## src/rtl/inst_loop_seq.sv

```systemverilog
// Purpose: instruction-address sequencer with up to three nested hardware loops (loop1 innermost).
// Latency: one cycle from start_i/step_i/clr_i to the registered pc_o, counters, busy_o and done_o.
// Backpressure: step_i gates PC advance in RUN; with step_i low, pc_o and counters hold.
module inst_loop_seq #(
  parameter int InstMemDepth     = 32,
  parameter int InstMemAddrWidth = $clog2(InstMemDepth)
) (
  input  logic                        clk_i,
  input  logic                        rst_i,
  input  logic                        start_i,
  input  logic                        clr_i,
  input  logic                        step_i,
  input  logic [1:0]                  loop_mode_i,
  input  logic [InstMemAddrWidth-1:0] jump_addr1_i,
  input  logic [InstMemAddrWidth-1:0] jump_addr2_i,
  input  logic [InstMemAddrWidth-1:0] jump_addr3_i,
  input  logic [InstMemAddrWidth-1:0] end_addr1_i,
  input  logic [InstMemAddrWidth-1:0] end_addr2_i,
  input  logic [InstMemAddrWidth-1:0] end_addr3_i,
  input  logic [InstMemAddrWidth-1:0] count1_i,
  input  logic [InstMemAddrWidth-1:0] count2_i,
  input  logic [InstMemAddrWidth-1:0] count3_i,
  output logic [InstMemAddrWidth-1:0] pc_o,
  output logic                        busy_o,
  output logic                        done_o,
  output logic [InstMemAddrWidth-1:0] loop_cnt1_o,
  output logic [InstMemAddrWidth-1:0] loop_cnt2_o,
  output logic [InstMemAddrWidth-1:0] loop_cnt3_o
);

  localparam int W = InstMemAddrWidth;
  localparam logic [W-1:0] LastPc = W'(InstMemDepth - 1);

  typedef enum logic {Idle, Run} state_e;

  state_e       state_q;
  logic [W-1:0] pc_q;
  logic [W-1:0] cnt_q [3];
  logic         done_q;

  logic [W-1:0] jump_a  [3];
  logic [W-1:0] end_a   [3];
  logic [W-1:0] count_a [3];
  logic [W-1:0] end_last;
  int           num_loops;

  logic [W-1:0] pc_nxt;
  logic [W-1:0] cnt_nxt [3];
  logic         jumped;
  logic         finish;

  assign jump_a[0]  = jump_addr1_i;
  assign jump_a[1]  = jump_addr2_i;
  assign jump_a[2]  = jump_addr3_i;
  assign end_a[0]   = end_addr1_i;
  assign end_a[1]   = end_addr2_i;
  assign end_a[2]   = end_addr3_i;
  assign count_a[0] = count1_i;
  assign count_a[1] = count2_i;
  assign count_a[2] = count3_i;

  // A count of 0 behaves as 1; compare one bit wider so cnt+1 cannot wrap.
  function automatic logic exhausted(input logic [W-1:0] cnt, input logic [W-1:0] lim);
    logic [W:0] c1;
    logic [W:0] l1;
    c1 = {1'b0, cnt} + (W+1)'(1);
    l1 = (lim == '0) ? (W+1)'(1) : {1'b0, lim};
    return c1 >= l1;
  endfunction

  // Decode the number of active loops and the outermost loop's end address.
  always_comb begin
    num_loops = 3;
    end_last  = end_addr3_i;
    case (loop_mode_i)
      2'd0: begin num_loops = 1; end_last = end_addr1_i; end
      2'd1: begin num_loops = 2; end_last = end_addr2_i; end
      default: begin num_loops = 3; end_last = end_addr3_i; end
    endcase
  end

  // Scan loops inner to outer: first non-exhausted loop ending here jumps; exhausted ones reset.
  always_comb begin
    pc_nxt = pc_q + W'(1);
    jumped = 1'b0;
    for (int k = 0; k < 3; k++) begin
      cnt_nxt[k] = cnt_q[k];
    end
    for (int k = 0; k < 3; k++) begin
      if (!jumped && (k < num_loops) && (pc_q == end_a[k])) begin
        if (!exhausted(cnt_q[k], count_a[k])) begin
          pc_nxt     = jump_a[k];
          cnt_nxt[k] = cnt_q[k] + W'(1);
          jumped     = 1'b1;
        end else begin
          cnt_nxt[k] = '0;
        end
      end
    end
    finish = !jumped && ((pc_q == end_last) || (pc_q == LastPc));
  end

  // Sequencer state: abort beats start/step; finishing returns to IDLE with a done pulse.
  always_ff @(posedge clk_i) begin
    if (rst_i) begin
      state_q <= Idle;
      pc_q    <= '0;
      done_q  <= 1'b0;
      for (int k = 0; k < 3; k++) cnt_q[k] <= '0;
    end else begin
      done_q <= 1'b0;
      if (clr_i) begin
        state_q <= Idle;
        pc_q    <= '0;
        for (int k = 0; k < 3; k++) cnt_q[k] <= '0;
      end else begin
        case (state_q)
          Idle: begin
            if (start_i) begin
              state_q <= Run;
              pc_q    <= '0;
              for (int k = 0; k < 3; k++) cnt_q[k] <= '0;
            end
          end
          Run: begin
            if (step_i) begin
              if (finish) begin
                state_q <= Idle;
                done_q  <= 1'b1;
                pc_q    <= '0;
                for (int k = 0; k < 3; k++) cnt_q[k] <= '0;
              end else begin
                pc_q <= pc_nxt;
                for (int k = 0; k < 3; k++) cnt_q[k] <= cnt_nxt[k];
              end
            end
          end
          default: state_q <= Idle;
        endcase
      end
    end
  end

  assign pc_o        = pc_q;
  assign busy_o      = (state_q == Run);
  assign done_o      = done_q;
  assign loop_cnt1_o = cnt_q[0];
  assign loop_cnt2_o = cnt_q[1];
  assign loop_cnt3_o = cnt_q[2];

endmodule

```

## config.mk

```make
export PLATFORM = sky130hd
export DESIGN_NAME = inst_loop_seq
export DESIGN_NICKNAME = d
export VERILOG_FILES = /design/src/rtl/inst_loop_seq.sv
export SDC_FILE = /design/constraint.sdc
export NUM_CORES = 1
export LEC_CHECK = 0
export ABC_AREA = 1
export CAP_MARGIN = 15
export CORE_UTILIZATION = 45
export CTS_CLUSTER_DIAMETER = 100
export DETAILED_ROUTE_END_ITERATION = 7
export MAX_ROUTING_LAYER = met4
export PLACE_DENSITY = 0.87
export SYNTH_ARGS = -nofsm -noshare
export SYNTH_HDL_FRONTEND = slang
export SYNTH_SLANG_ARGS = --single-unit
export TNS_END_PERCENT = 100
```

## constraint.sdc

```tcl
create_clock -name clk_i -period 3.2 [get_ports clk_i]
set_clock_uncertainty 0.2 [all_clocks]
set_input_delay 0.32 -clock clk_i [delete_from_list [all_inputs] [get_ports clk_i]]
set_output_delay 0.32 -clock clk_i [all_outputs]
set_load 0.02 [all_outputs]
```

==> impl_metrics.csv <==
group,metric,value,unit
timing,drv_slew,0,
timing,min_period,2.963,ns
cells_and_area,fin_nets,492,
synth,avgSynthCellArea,7.316,um2
global_routing,antenna_found_initial,0,
run,drv_cap,0,
worst_setup_path,cp.arrival,2.73,ns
global_routing,use_met3,0.02994,
worst_setup_path,critPathLaunchType,"flip-flop",
floorplanning,pin_count,74,
worst_setup_path,path_class,"reg -> reg",
synth,yosysSeqAreaShare,0.2367,
cells_and_area,multiInputGateArea,1665,um2
detailed_routing,ant_nets,0,
synth,synth-async-reset-ratio,0,
worst_setup_path,crit_required,2.96,ns
worst_setup_path,cp_cell_sequence,"nand3_1, xor2_1, inv_1, ha_1, nand2_1, nor2_1, nand3_1, nand4_1, o21ai_4, a21oi_4, nand2_8, nand2_2, nand2_2, nand3_2",
timing,fin_setup_tns,0,ns
status,status,"completed",
floorplanning,coreArea,5238,um2
worst_setup_path,cp_slowest_cell,"edfxtp_1",
global_routing,grt_overflow_total,0,
timing,rsz0062_at_grt,"no",
timing,setup_violations,0,
detailed_routing,drt_iter0_markers,105,
synth,synth-edff-count,15,
timing,hold_violations,0,
synth,synth.cell_area,2495,um2
timing,tightest_slew,0.5101,ns
global_routing,grt_max_degree,13,
synth,syn-num-nets,413,
clock_tree,htreeDepth,1,
detailed_routing,viasPerCell,5.008,
place,gp_congestion,0.8903,
global_routing,grt.met2_usage,0.3910,
detailed_routing,wl_per_cell,12.39,um
worst_setup_path,worstPathMaxFanout,8,
place,dp_hpwl,5177,um
pwr,irDropWorstVdd,274.8,uV
synth,yosys-top-cells-area,"edfxtp_1 (18%), nand2_1 (13%), ha_1 (10%)",
synth,synth_common_cells,"nand2_1 (85), inv_1 (54), nand3_1 (29), ha_1 (20)",
place,port_buffers,73,
global_routing,grt_pass1_vias,2393,
floorplanning,start_util,0.4763,
timing,setup_slack,0.2368,ns
place,place_ws,0.04016,ns
cells_and_area,nFillCells,451,
floorplanning,rows,26,
worst_setup_path,path_buf_inv,1,
clock_tree,path_clk_slew,0.07,ns
clock_tree,clock_sinks,22,
synth,yosys_warnings,0,
cells_and_area,seqCellArea,590.6,um2
detailed_routing,drt_wl_total,6059,um
timing,relSlewSlack,0.6573,
synth,synth_flop_cell,"edfxtp_1",
global_routing,track_usage,0.2174,
synth,synthDominantCellAreaShare,0.1805,
cells_and_area,diodes,0,
detailed_routing,num_vias,2449,
floorplanning,die_area,5846,um2
clock_tree,worst_skew_pair.late_latency,0.25,ns
synth,ys_seq_elements,22,
global_routing,grt_pass1_wl,10230,um
pwr,p_per_area,228.2,nW/um2
synth,synth_cells,341,
floorplanning,die_y,76.46,um
global_routing,met1_usage,0.2584,
timing,fin_crit_sh,0.9260,
detailed_routing,drt_pre_antenna_iters,4,
timing,fmax,337.5,MHz
synth,synth.most_common_cell,"nand2_1",
clock_tree,cts_inserted_buffers,3,
worst_hold_path,worstHoldPathType,"reg -> reg",
detailed_routing,drcViolationCount,0,
clock_tree,clock_path_buffers,2,
cells_and_area,final_layout_size_suffix_gt1_frac,0.1456,
cells_and_area,syn_to_final_growth,35.71,%
worst_setup_path,worst_setup_path_end_kind,"flip-flop",
floorplanning,die_x,76.46,um
clock_tree,ctsRootBufferMaster,"clkbuf_8",
worst_setup_path,crit_family,"simple AND/OR/NAND/NOR gates",
pwr,cellLeakagePower,1.566,nW
timing,hold_ws,0.3613,ns
worst_setup_path,max_stage_delay,0.46,ns
global_routing,grt-busiest-layer,"met2",
synth,synth_top_area_cell,"edfxtp_1",
clock_tree,cts_tree,"built",
synth,netlist-cell-type-count,37,
## per-layer routing
layer,vias to the layer above,part of all wire
li1,1267,-
met4,0,0.012
met3,8,0.053
met5,-,0
met2,85,0.50
met1,1089,0.44
## registers in the layout (all words and copies together), names as in the netlist
| name | flops |
|---|---|
| done_o | 1 |
| pc_o | 5 |
| cnt_q | 15 |
| busy_o | 1 |
## worst min-delay path, cell delays in order, from the launching register on
cell and delay [ns]:
dfxtp_1 0.38, nand2_1 0.09, o21ai_1 0.05
## worst paths after layout
path         slack [ns]   startpoint  cells past startpoint            to
max                0.24  cnt_q[0][7]                     14  cnt_q[0][11]
max reg2reg        0.24  cnt_q[0][7]                     14  cnt_q[0][11]
min                0.36      pc_o[3]                      2       pc_o[3]
min reg2reg        0.36      pc_o[3]                      2       pc_o[3]
## stage by stage
step | power, mW | cells | cell area, um2 | utilization
floorplan | 0.4857 | 341 | 2495 | -
global placement | 0.5987 | 484 | 3316 | 0.6331
detailed placement | 0.6078 | 484 | 3316 | 0.6331
CTS | 0.7725 | 488 | 3361 | 0.6417
global route | 0.8148 | 489 | 3386 | 0.6464
finish | 0.7727 | 489 | 3386 | 0.6464
## final cells by class
type	instances	share of cell area
Inverter	63	0.06984
Clock buffer	3	0.01220
Clock inverter	1	0.001109
Multi-Input combinational cell	253	0.4919
Sequential cell	22	0.1744
Timing Repair Buffer	77	0.2247
Tap cell	70	0.02587
## cell usage in the layout (no fill, tap or decap), types with 4 or more instances in the layout
master	Yosys	layout
nand3_2	4	7
clkdlybuf4s50_1	0	73
dfxtp_1	7	7
o21ai_1	6	6
nor2_2	19	20
xor2_1	19	19
ha_1	20	20
edfxtp_1	15	15
nor2_1	14	13
inv_1	54	54
inv_2	7	7
nand2_1	85	85
nand2_2	5	5
nand3_1	29	26
buf_4	2	4
nand4_1	16	16
a21oi_1	5	5
## repair_timing
action                     4_1_cts  5_1_grt
hold endpoints to repair         0        0
hold buffers                     0        0
resized for setup                0        4
setup endpoints to repair        0       15
setup buffers                    0        1
## kinds of logic (layout without fill, tap and decap cells)
family / after synthesis / in the layout / share of synthesized area
adder cells (fa/ha/maj): 20 / 20 / 0.1003
AND/OR/NAND/NOR: 188 / 188 / 0.4082
AO/OA/AOI/OAI: 24 / 24 / 0.07824
buffers and inverters: 66 / 144 / 0.1028
flip-flops: 22 / 22 / 0.2367
XOR/XNOR: 21 / 21 / 0.07372
## where the power goes
group / total, mW / internal (mW) / switching (mW)
Combinational: 0.279 / 0.133 / 0.147
Clock: 0.168 / 0.0854 / 0.0830
Sequential: 0.325 / 0.313 / 0.0117
Total: 0.773 / 0.531 / 0.241
Note: power is estimated with default switching activity, not from simulation.
